<file path="src/rtl/audio_stream_bridge.sv">
// Bridges codec ADC/DAC frame strobes to valid/ready processing streams through two frame FIFOs.
// Define AUDIO_BRIDGE_UNDERRUN_FILL_EN to write silence frames when the DAC is ready but no frame is queued.
module audio_stream_bridge #(
  parameter int unsigned NUM_CH = 2,
  parameter int unsigned W      = 24,
  parameter int unsigned DEPTH  = 8,
  parameter int unsigned CNT_W  = 16
) (
  input  logic                clk,
  input  logic                reset,
  input  logic                read_ready,
  input  logic [NUM_CH*W-1:0] codec_readdata,
  output logic                read,
  input  logic                write_ready,
  output logic [NUM_CH*W-1:0] codec_writedata,
  output logic                write,
  output logic                in_valid,
  output logic [NUM_CH*W-1:0] in_data,
  input  logic                in_ready,
  input  logic                out_valid,
  input  logic [NUM_CH*W-1:0] out_data,
  output logic                out_ready,
  output logic [CNT_W-1:0]    overrun_cnt,
  output logic [CNT_W-1:0]    underrun_cnt
);

  localparam int unsigned FW = NUM_CH * W;
  localparam int unsigned AW = $clog2(DEPTH);
  localparam int unsigned PW = AW + 1;
  localparam logic [CNT_W-1:0] CNT_MAX = '1;

  typedef enum logic [1:0] {R_IDLE, R_STROBE, R_GAP} rstate_t;
  typedef enum logic [1:0] {W_IDLE, W_STROBE, W_GAP} wstate_t;

  rstate_t r_rstate, w_rstate_nxt;
  wstate_t r_wstate, w_wstate_nxt;

  logic          r_read, r_write;
  logic [FW-1:0] r_codec_wdata, w_wdata_nxt;
  logic          r_in_valid, r_out_ready;
  logic [CNT_W-1:0] r_overrun_cnt, r_underrun_cnt;

  logic [FW-1:0] r_in_mem  [DEPTH];
  logic [FW-1:0] r_out_mem [DEPTH];
  logic [PW-1:0] r_in_wptr, r_in_rptr, r_out_wptr, r_out_rptr;
  logic [PW-1:0] w_in_wptr_nxt, w_in_rptr_nxt, w_in_cnt_nxt;
  logic [PW-1:0] w_out_wptr_nxt, w_out_rptr_nxt, w_out_cnt_nxt;

  logic w_rd_strobe, w_in_full, w_in_push, w_in_pop, w_overrun;
  logic w_out_empty, w_out_push, w_out_pop, w_underrun;

  // Read FSM next state: one strobe, then a gap so the codec can update read_ready
  always_comb begin
    w_rstate_nxt = r_rstate;
    case (r_rstate)
      R_IDLE:   if (read_ready) w_rstate_nxt = R_STROBE;
      R_STROBE: w_rstate_nxt = R_GAP;
      R_GAP:    w_rstate_nxt = R_IDLE;
      default:  w_rstate_nxt = R_IDLE;
    endcase
  end

  // Write FSM next state; the DAC frame is latched and popped on the IDLE->STROBE edge
  always_comb begin
    w_wstate_nxt = r_wstate;
    w_wdata_nxt  = r_codec_wdata;
    w_out_pop    = 1'b0;
    w_underrun   = 1'b0;
    case (r_wstate)
      W_IDLE: begin
        if (write_ready) begin
          if (!w_out_empty) begin
            w_wstate_nxt = W_STROBE;
            w_wdata_nxt  = r_out_mem[r_out_rptr[AW-1:0]];
            w_out_pop    = 1'b1;
          end else begin
            w_underrun = 1'b1;
`ifdef AUDIO_BRIDGE_UNDERRUN_FILL_EN
            w_wstate_nxt = W_STROBE;
            w_wdata_nxt  = '0;
`else
            w_wstate_nxt = W_IDLE;
`endif
          end
        end
      end
      W_STROBE: w_wstate_nxt = W_GAP;
      W_GAP:    w_wstate_nxt = W_IDLE;
      default:  w_wstate_nxt = W_IDLE;
    endcase
  end

  // Input FIFO: a pop in the same cycle frees the slot, so a full FIFO can still accept
  assign w_rd_strobe   = (r_rstate == R_STROBE);
  assign w_in_full     = (r_in_wptr[AW] != r_in_rptr[AW]) &&
                         (r_in_wptr[AW-1:0] == r_in_rptr[AW-1:0]);
  assign w_in_pop      = r_in_valid & in_ready;
  assign w_in_push     = w_rd_strobe & (~w_in_full | w_in_pop);
  assign w_overrun     = w_rd_strobe & ~w_in_push;
  assign w_in_wptr_nxt = w_in_push ? r_in_wptr + PW'(1) : r_in_wptr;
  assign w_in_rptr_nxt = w_in_pop  ? r_in_rptr + PW'(1) : r_in_rptr;
  assign w_in_cnt_nxt  = w_in_wptr_nxt - w_in_rptr_nxt;

  assign w_out_empty    = (r_out_wptr == r_out_rptr);
  assign w_out_push     = out_valid & r_out_ready;
  assign w_out_wptr_nxt = w_out_push ? r_out_wptr + PW'(1) : r_out_wptr;
  assign w_out_rptr_nxt = w_out_pop  ? r_out_rptr + PW'(1) : r_out_rptr;
  assign w_out_cnt_nxt  = w_out_wptr_nxt - w_out_rptr_nxt;

  always_ff @(posedge clk or posedge reset) begin
    if (reset) begin
      r_rstate <= R_IDLE;
      r_wstate <= W_IDLE;
    end else begin
      r_rstate <= w_rstate_nxt;
      r_wstate <= w_wstate_nxt;
    end
  end

  always_ff @(posedge clk or posedge reset) begin
    if (reset) begin
      r_read         <= 1'b0;
      r_write        <= 1'b0;
      r_codec_wdata  <= '0;
      r_in_wptr      <= '0;
      r_in_rptr      <= '0;
      r_out_wptr     <= '0;
      r_out_rptr     <= '0;
      r_in_valid     <= 1'b0;
      r_out_ready    <= 1'b1;
      r_overrun_cnt  <= '0;
      r_underrun_cnt <= '0;
    end else begin
      r_read        <= (w_rstate_nxt == R_STROBE);
      r_write       <= (w_wstate_nxt == W_STROBE);
      r_codec_wdata <= w_wdata_nxt;
      r_in_wptr     <= w_in_wptr_nxt;
      r_in_rptr     <= w_in_rptr_nxt;
      r_out_wptr    <= w_out_wptr_nxt;
      r_out_rptr    <= w_out_rptr_nxt;
      r_in_valid    <= (w_in_cnt_nxt != '0);
      r_out_ready   <= (w_out_cnt_nxt != PW'(DEPTH));
      if (w_overrun && (r_overrun_cnt != CNT_MAX))
        r_overrun_cnt <= r_overrun_cnt + CNT_W'(1);
      if (w_underrun && (r_underrun_cnt != CNT_MAX))
        r_underrun_cnt <= r_underrun_cnt + CNT_W'(1);
    end
  end

  // Frame storage carries no reset; validity lives in the pointers
  always_ff @(posedge clk) begin
    if (w_in_push)  r_in_mem[r_in_wptr[AW-1:0]]   <= codec_readdata;
    if (w_out_push) r_out_mem[r_out_wptr[AW-1:0]] <= out_data;
  end

  assign read            = r_read;
  assign write           = r_write;
  assign codec_writedata = r_codec_wdata;
  assign in_valid        = r_in_valid;
  assign in_data         = r_in_mem[r_in_rptr[AW-1:0]];
  assign out_ready       = r_out_ready;
  assign overrun_cnt     = r_overrun_cnt;
  assign underrun_cnt    = r_underrun_cnt;

endmodule
</file>
<file path="config.mk">
export PLATFORM = sky130hd
export DESIGN_NAME = audio_stream_bridge
export DESIGN_NICKNAME = d
export VERILOG_FILES = /design/src/rtl/audio_stream_bridge.sv
export SDC_FILE = /design/constraint.sdc
export NUM_CORES = 1
export LEC_CHECK = 0
export ABC_AREA = 1
export BUFFER_PORTS_ARGS = -buffer_cell sky130_fd_sc_hd__buf_2
export CORE_MARGIN = 2
export CORE_UTILIZATION = 55
export DETAILED_ROUTE_END_ITERATION = 10
export PLACE_DENSITY_LB_ADDON = 0.15
export RECOVER_POWER = 50
export SYNTH_ARGS = -nofsm -noshare
export SYNTH_HDL_FRONTEND = slang
export SYNTH_SLANG_ARGS = --single-unit
</file>
<file path="constraint.sdc">
create_clock -name clk -period 5.08 [get_ports clk]
set_input_delay 0.762 -clock clk [delete_from_list [all_inputs] [get_ports clk]]
set_output_delay 0.762 -clock clk [all_outputs]
set_load 0.005 [all_outputs]
</file>
==> Word-level counts from Yosys, hierarchy flattened <==
Memories as Yosys holds them, arrays and structs flattened. A register that Yosys moved wholly into a read port is not among the register bits.
Index checks and enable logic that the tools add are counted.
Widths: inputs -> output; s select.
{ "totals": {"output_inout_bits": 132, "ff_bits": 56, "romBits": 0, "ramBits": 768, "latch_bits": 0, "n_memories": 2} }
{ "mem_list": {"columns": ["name", "depth", "word_bits", "rd", "rd_ports_with_merged_regs", "wr", "line", "source"], "rows": [
  ["r_in_mem", 8, 48, 1, 0, 1, "43", "logic [FW-1:0] r_in_mem [DEPTH];"],
  ["r_out_mem", 8, 48, 1, 1, 1, "44", "logic [FW-1:0] r_out_mem [DEPTH];"]
]} }
{ "classes": {"n_eq_ne": 10, "shift": 0, "n_mul": 0, "n_mux": 19, "order_cmp": 0, "addsub": 8, "div": 0, "bitwise": 8, "n_reduce_logical": 7} }
{ "op_table": {"columns": ["cell", "count"], "rows": [
  ["$add 16x1->16 const B", 2],
  ["$ne 16x16->1 const B", 2],
  ["$add 4x1->4 const B", 4],
  ["$mux 4", 4],
  ["$mux 1", 11],
  ["$eq 2x1->1 const B", 4],
  ["$pmux 2 s2", 2],
  ["$sub 4x4->4", 2],
  ["$and 1x1->1", 4],
  ["$eq 4x4->1", 1],
  ["$logic_not 2->1", 2],
  ["$mux 2", 2],
  ["$ne 4x4->1 const B", 1],
  ["$reduce_bool 4->1", 1],
  ["$eq 3x3->1", 1],
  ["$logic_and 1x1->1", 3],
  ["$not 1->1", 3],
  ["$reduce_and 3->1", 1],
  ["$ne 1x1->1", 1],
  ["$or 1x1->1", 1]
]} }

==> Logic depth before layout (Yosys ltp) <==
{ "depth": {"word_depth": 8, "mapped_depth": 21} }

==> Worst setup path after synthesis <==
No wires, ideal clock.
{ "synth_timing": {"path_type": "input -> register", "start": "input in_ready", "end": "memory r_in_mem[0][0] (netlist name) (enable)", "arrival_ns": 3.416, "n_path_buf": 0, "setup_slack_ns": 1.210, "path_stages": 8, "t_required_ns": 4.626, "setup_time_ns": 0.454, "path_cell_list": "nand2_1 -> nand2_1 -> nor2_1 -> nand3_1 -> nand2_1 -> inv_1 -> nand2_1 -> nor2_1"} }
{ "synth_via": {"elab_chain_cells": 5} }
{ "synth_rtl": {"columns": ["element", "line", "source"], "rows": [
  ["start: declaration", "19", "input logic in_ready,"],
  ["$and 1x1->1", "97", "assign w_in_pop = r_in_valid & in_ready;"],
  ["$or 1x1->1", "98", "assign w_in_push = w_rd_strobe & (~w_in_full | w_in_pop);"],
  ["$and 1x1->1", "98", null],
  ["$mux 1", "152", "if (w_in_push) r_in_mem[r_in_wptr[AW-1:0]] <= codec_readdata;"],
  ["$mux 1 (not written as such)", "152", null],
  ["end: declaration", "43", null]
]} }
No other way between the ends.

==> Worst setup path in the final report <==
{ "layout_timing": {"start": "register r_in_rptr[0]", "end": "output in_data[32]"} }
{ "layout_via": {"elab_chain_cells": 1} }
{ "layout_rtl": {"columns": ["element", "line", "source"], "rows": [
  ["start: declaration", "45", "logic [PW-1:0] r_in_wptr, r_in_rptr, r_out_wptr, r_out_rptr;"],
  ["start signal: assignment", "138", "r_in_rptr <= w_in_rptr_nxt;"],
  ["$mem_v2 8x48", null, null],
  ["end: declaration", "18", "output logic [NUM_CH*W-1:0] in_data,"]
]} }
No other way between the ends.

==> results.cfg <==
[sta]
hold_viol = 0
tightest_slew_ps = 2090
grt_setup_unrepaired = false
fin_crit_sh_pct = 77.7
fmax_ghz = 0.253
relSlewSlack_pct = -39.0
maxSlewViolCount = 74
skew_ps = 19.8
finalSetupViolCount = 0
fin_setup_tns_ps = 0
min_period_ps = 3950

[logic_synthesis]
syn_inst = 2711
synth-seq-area-share_pct = 74.9
yosys_warnings = 0
synth-seq-cells = 872
syn-num-nets = 2825
syn_area_per_cell_um2 = 12.6
netlist_area_um2 = 34300
yosysTopAreaCellShare_pct = 67.3
synthDistinctLibCells = 30
synthTopCellsByArea = edfxtp_1, dfrtp_1, o21ai_0
yosys.area.top_type = edfxtp_1

[die]
core_area_um2 = 61700
die_area_um2 = 64400
rows = 91
start_util_pct = 55.6
die_y_um = 254
design.portCount = 234
fp.dieW_um = 254

[worst_setup_path]
crit_family = buffers and inverters
crit_chain = inv_4, buf_12, o21ai_0, o22ai_1, nand2_1, nand2_1, buf_2
critical_path.slowest_cell = dfrtp_4
cp_data_arrival_time_ps = 3180
worstPathMaxFanout = 144
rr_startpoint = r_in_rptr[0]
cpPeakStageDelay_ps = 730
critPathCaptureType = primary output
cp.required_ps = 4320
path_buf_inv = 3
start_kind = flop
r2r-end = r_in_mem[4][20]
rr_worst_depth = 9
reg2reg_slack_ps = 1410
cp_common_cell = nand2_1
crit_start = r_in_rptr[0]
path_class = reg -> out

[final_layout]
layout-drive-gt1-share_pct = 10.6
layout.nets = 3022
stdcell_count = 3825
final-seq-area_um2 = 25700
multi_input_area_um2 = 7760
area_growth_pct = 13.6
fill_cells = 4743
final_cell_area_um2 = 39000

[route]
drc = 0
routedWlPerCell_um = 21.2
viasPerCell = 5.75
vias = 22000
firstDrtPassIters = 5
drtIter0Drc = 1853
ant_nets = 0
wirelength_um = 81100

[global_routing]
grt_pass1_wl_um = 124000
grt_overflow_total = 0
grt_use_total_pct = 25.2
grt_pass1_vias = 21600
grt_max_degree = 145
antenna_found_initial = 13

[cts]
htree_levels = 3
clk-insertion-delay-late_ps = 620
ctsResizeCount = 0
cts.hold.buffers_added = 0
clk_pin_slew_ps = 60
cts_buffers = 87
post_cts_buffers = 0
cts.sinks = 872
tritoncts = built
clockBufferDepth = 3
clockRootBuffer = clkbuf_16

[hold_path]
hold_path.startpoint = read_ready
min_to = r_rstate[0]
hold_class = in -> reg
holdPathStages = 3

[status]
run_status = complete, but fails checks
violations = capacitance limit, slew limit

[power_and_ir_drop]
ir_worst_vdd_mv = 0.394
power_leakage_nw = 13.7
power.density_nw_per_um2 = 572
power.total_mw = 22.3

[placement]
gp_congestion = 0.819
dp.cells = 3656
io_buffers = 233
post-dp-hpwl_um = 43800
placed_cell_area_um2 = 36300

[run]
cap_violations = 2
-- area by class of cell --
type / instances / area share [%]
sequential: 872 / 65.9
tap: 837 / 2.69
antenna: 8 / 0.0514
clock buffer: 114 / 6.19
multi-input combinational: 1602 / 19.9
clock inverter: 47 / 1.01
timing repair buffer: 271 / 3.49
inverter: 74 / 0.732
-- cells in the mapped netlist --
cell      count
a21oi_1       2
buf_1         6
buf_2        36
buf_4         3
buf_6         3
clkbuf_1    114
clkbuf_2      1
dfrtp_1     103
dfstp_2       1
edfxtp_1    768
ha_1         12
inv_1        64
inv_2        10
nand2_1     389
nand2_2       1
nand3_1      73
nand3b_1      2
nand4_1       6
nor2_1      455
nor2_4        1
nor3_1        8
nor3_2        1
o21ai_0     416
o21ai_1      13
o21bai_1      2
o221ai_1     84
o22ai_1     102
or2_2         1
xnor2_1       7
xor2_1       27
-- per-stage QoR --
step	worst slack (ps)	hold slack, ps	utilization, %
after global placement	1480	412	58.8
after CTS	1090	206	63.3
after global routing	881	391	63.1
final	1130	402	63.1
after floorplan	1210	401	-
after detailed placement	1440	417	58.8
-- logic make-up (layout without fill, tap and decap cells) --
group,after synthesis,count (layout),synth area share [%]
AOI/OAI and AO/OA,619,619,10.3
xor gates and xnor gates,34,34,0.868
adders and majority gates,12,12,0.438
buffers and inverters,237,506,2.83
DFF,872,872,74.9
other,0,8,0
and+or+nand+nor,937,937,10.7
-- worst register-to-register path, delay by kind of cell (launching register included) --
kind	cells	cell delay (ps)
and+or+nand+nor	4	1370
DFF	1	850
AOI/OAI and AO/OA	1	260
buffers and inverters	4	870
-- how the worst max path moves through the flow --
stage / endpoint / slack, ps / depth (start not counted)
6_report: in_data[32] / 1130 / 7
3_5_place_dp: r_in_mem[4][16] / 1440 / 9
2_1_floorplan: r_in_mem[0][0] / 1210 / 8
4_1_cts: in_data[24] / 1090 / 6
5_1_grt: in_data[24] / 880 / 7
3_3_place_gp: r_in_mem[4][15] / 1480 / 9
-- state kept, by name, summed over array words and instances (netlist names), 2 cells and up --
name             flops
r_in_rptr            4
r_in_wptr            4
r_wstate             2
r_out_wptr           4
r_out_rptr           4
underrun_cnt        16
codec_writedata     48
overrun_cnt         16
r_rstate             2
r_in_mem           384
r_out_mem          384
-- where the power goes --
| group | total, mW | switching, mW | internal [mW] |
|---|---|---|---|
| clock | 6.27 | 2.62 | 3.65 |
| combinational | 6.58 | 4.51 | 2.07 |
| sequential | 9.45 | 0.643 | 8.81 |
-- metal layers --
metal  vias to the layer above  global-route usage (%)  part of all wire (%)
li1                      10200                       -                     -
met1                     10900                    33.7                    41
met2                       687                    41.9                    49
met3                       151                    5.15                   6.8
met4                        16                    7.88                   2.5
met5                         -                       0                  0.13
-- cells in the final DEF (no fill, tap or decap), drive strengths merged, types with 8 or more instances in the layout --
| cell type | instances |
|---|---|
| diode | 8 |
| o221ai | 84 |
| clkbuf | 234 |
| inv | 74 |
| nand3 | 73 |
| nor2 | 456 |
| xor2 | 27 |
| ha | 12 |
| nand2 | 390 |
| clkinv | 35 |
| nor3 | 9 |
| o21ai | 429 |
| dfrtp | 103 |
| buf | 151 |
| edfxtp | 768 |
| o22ai | 102 |
No activity file was read; power rests on OpenSTA's default activity.
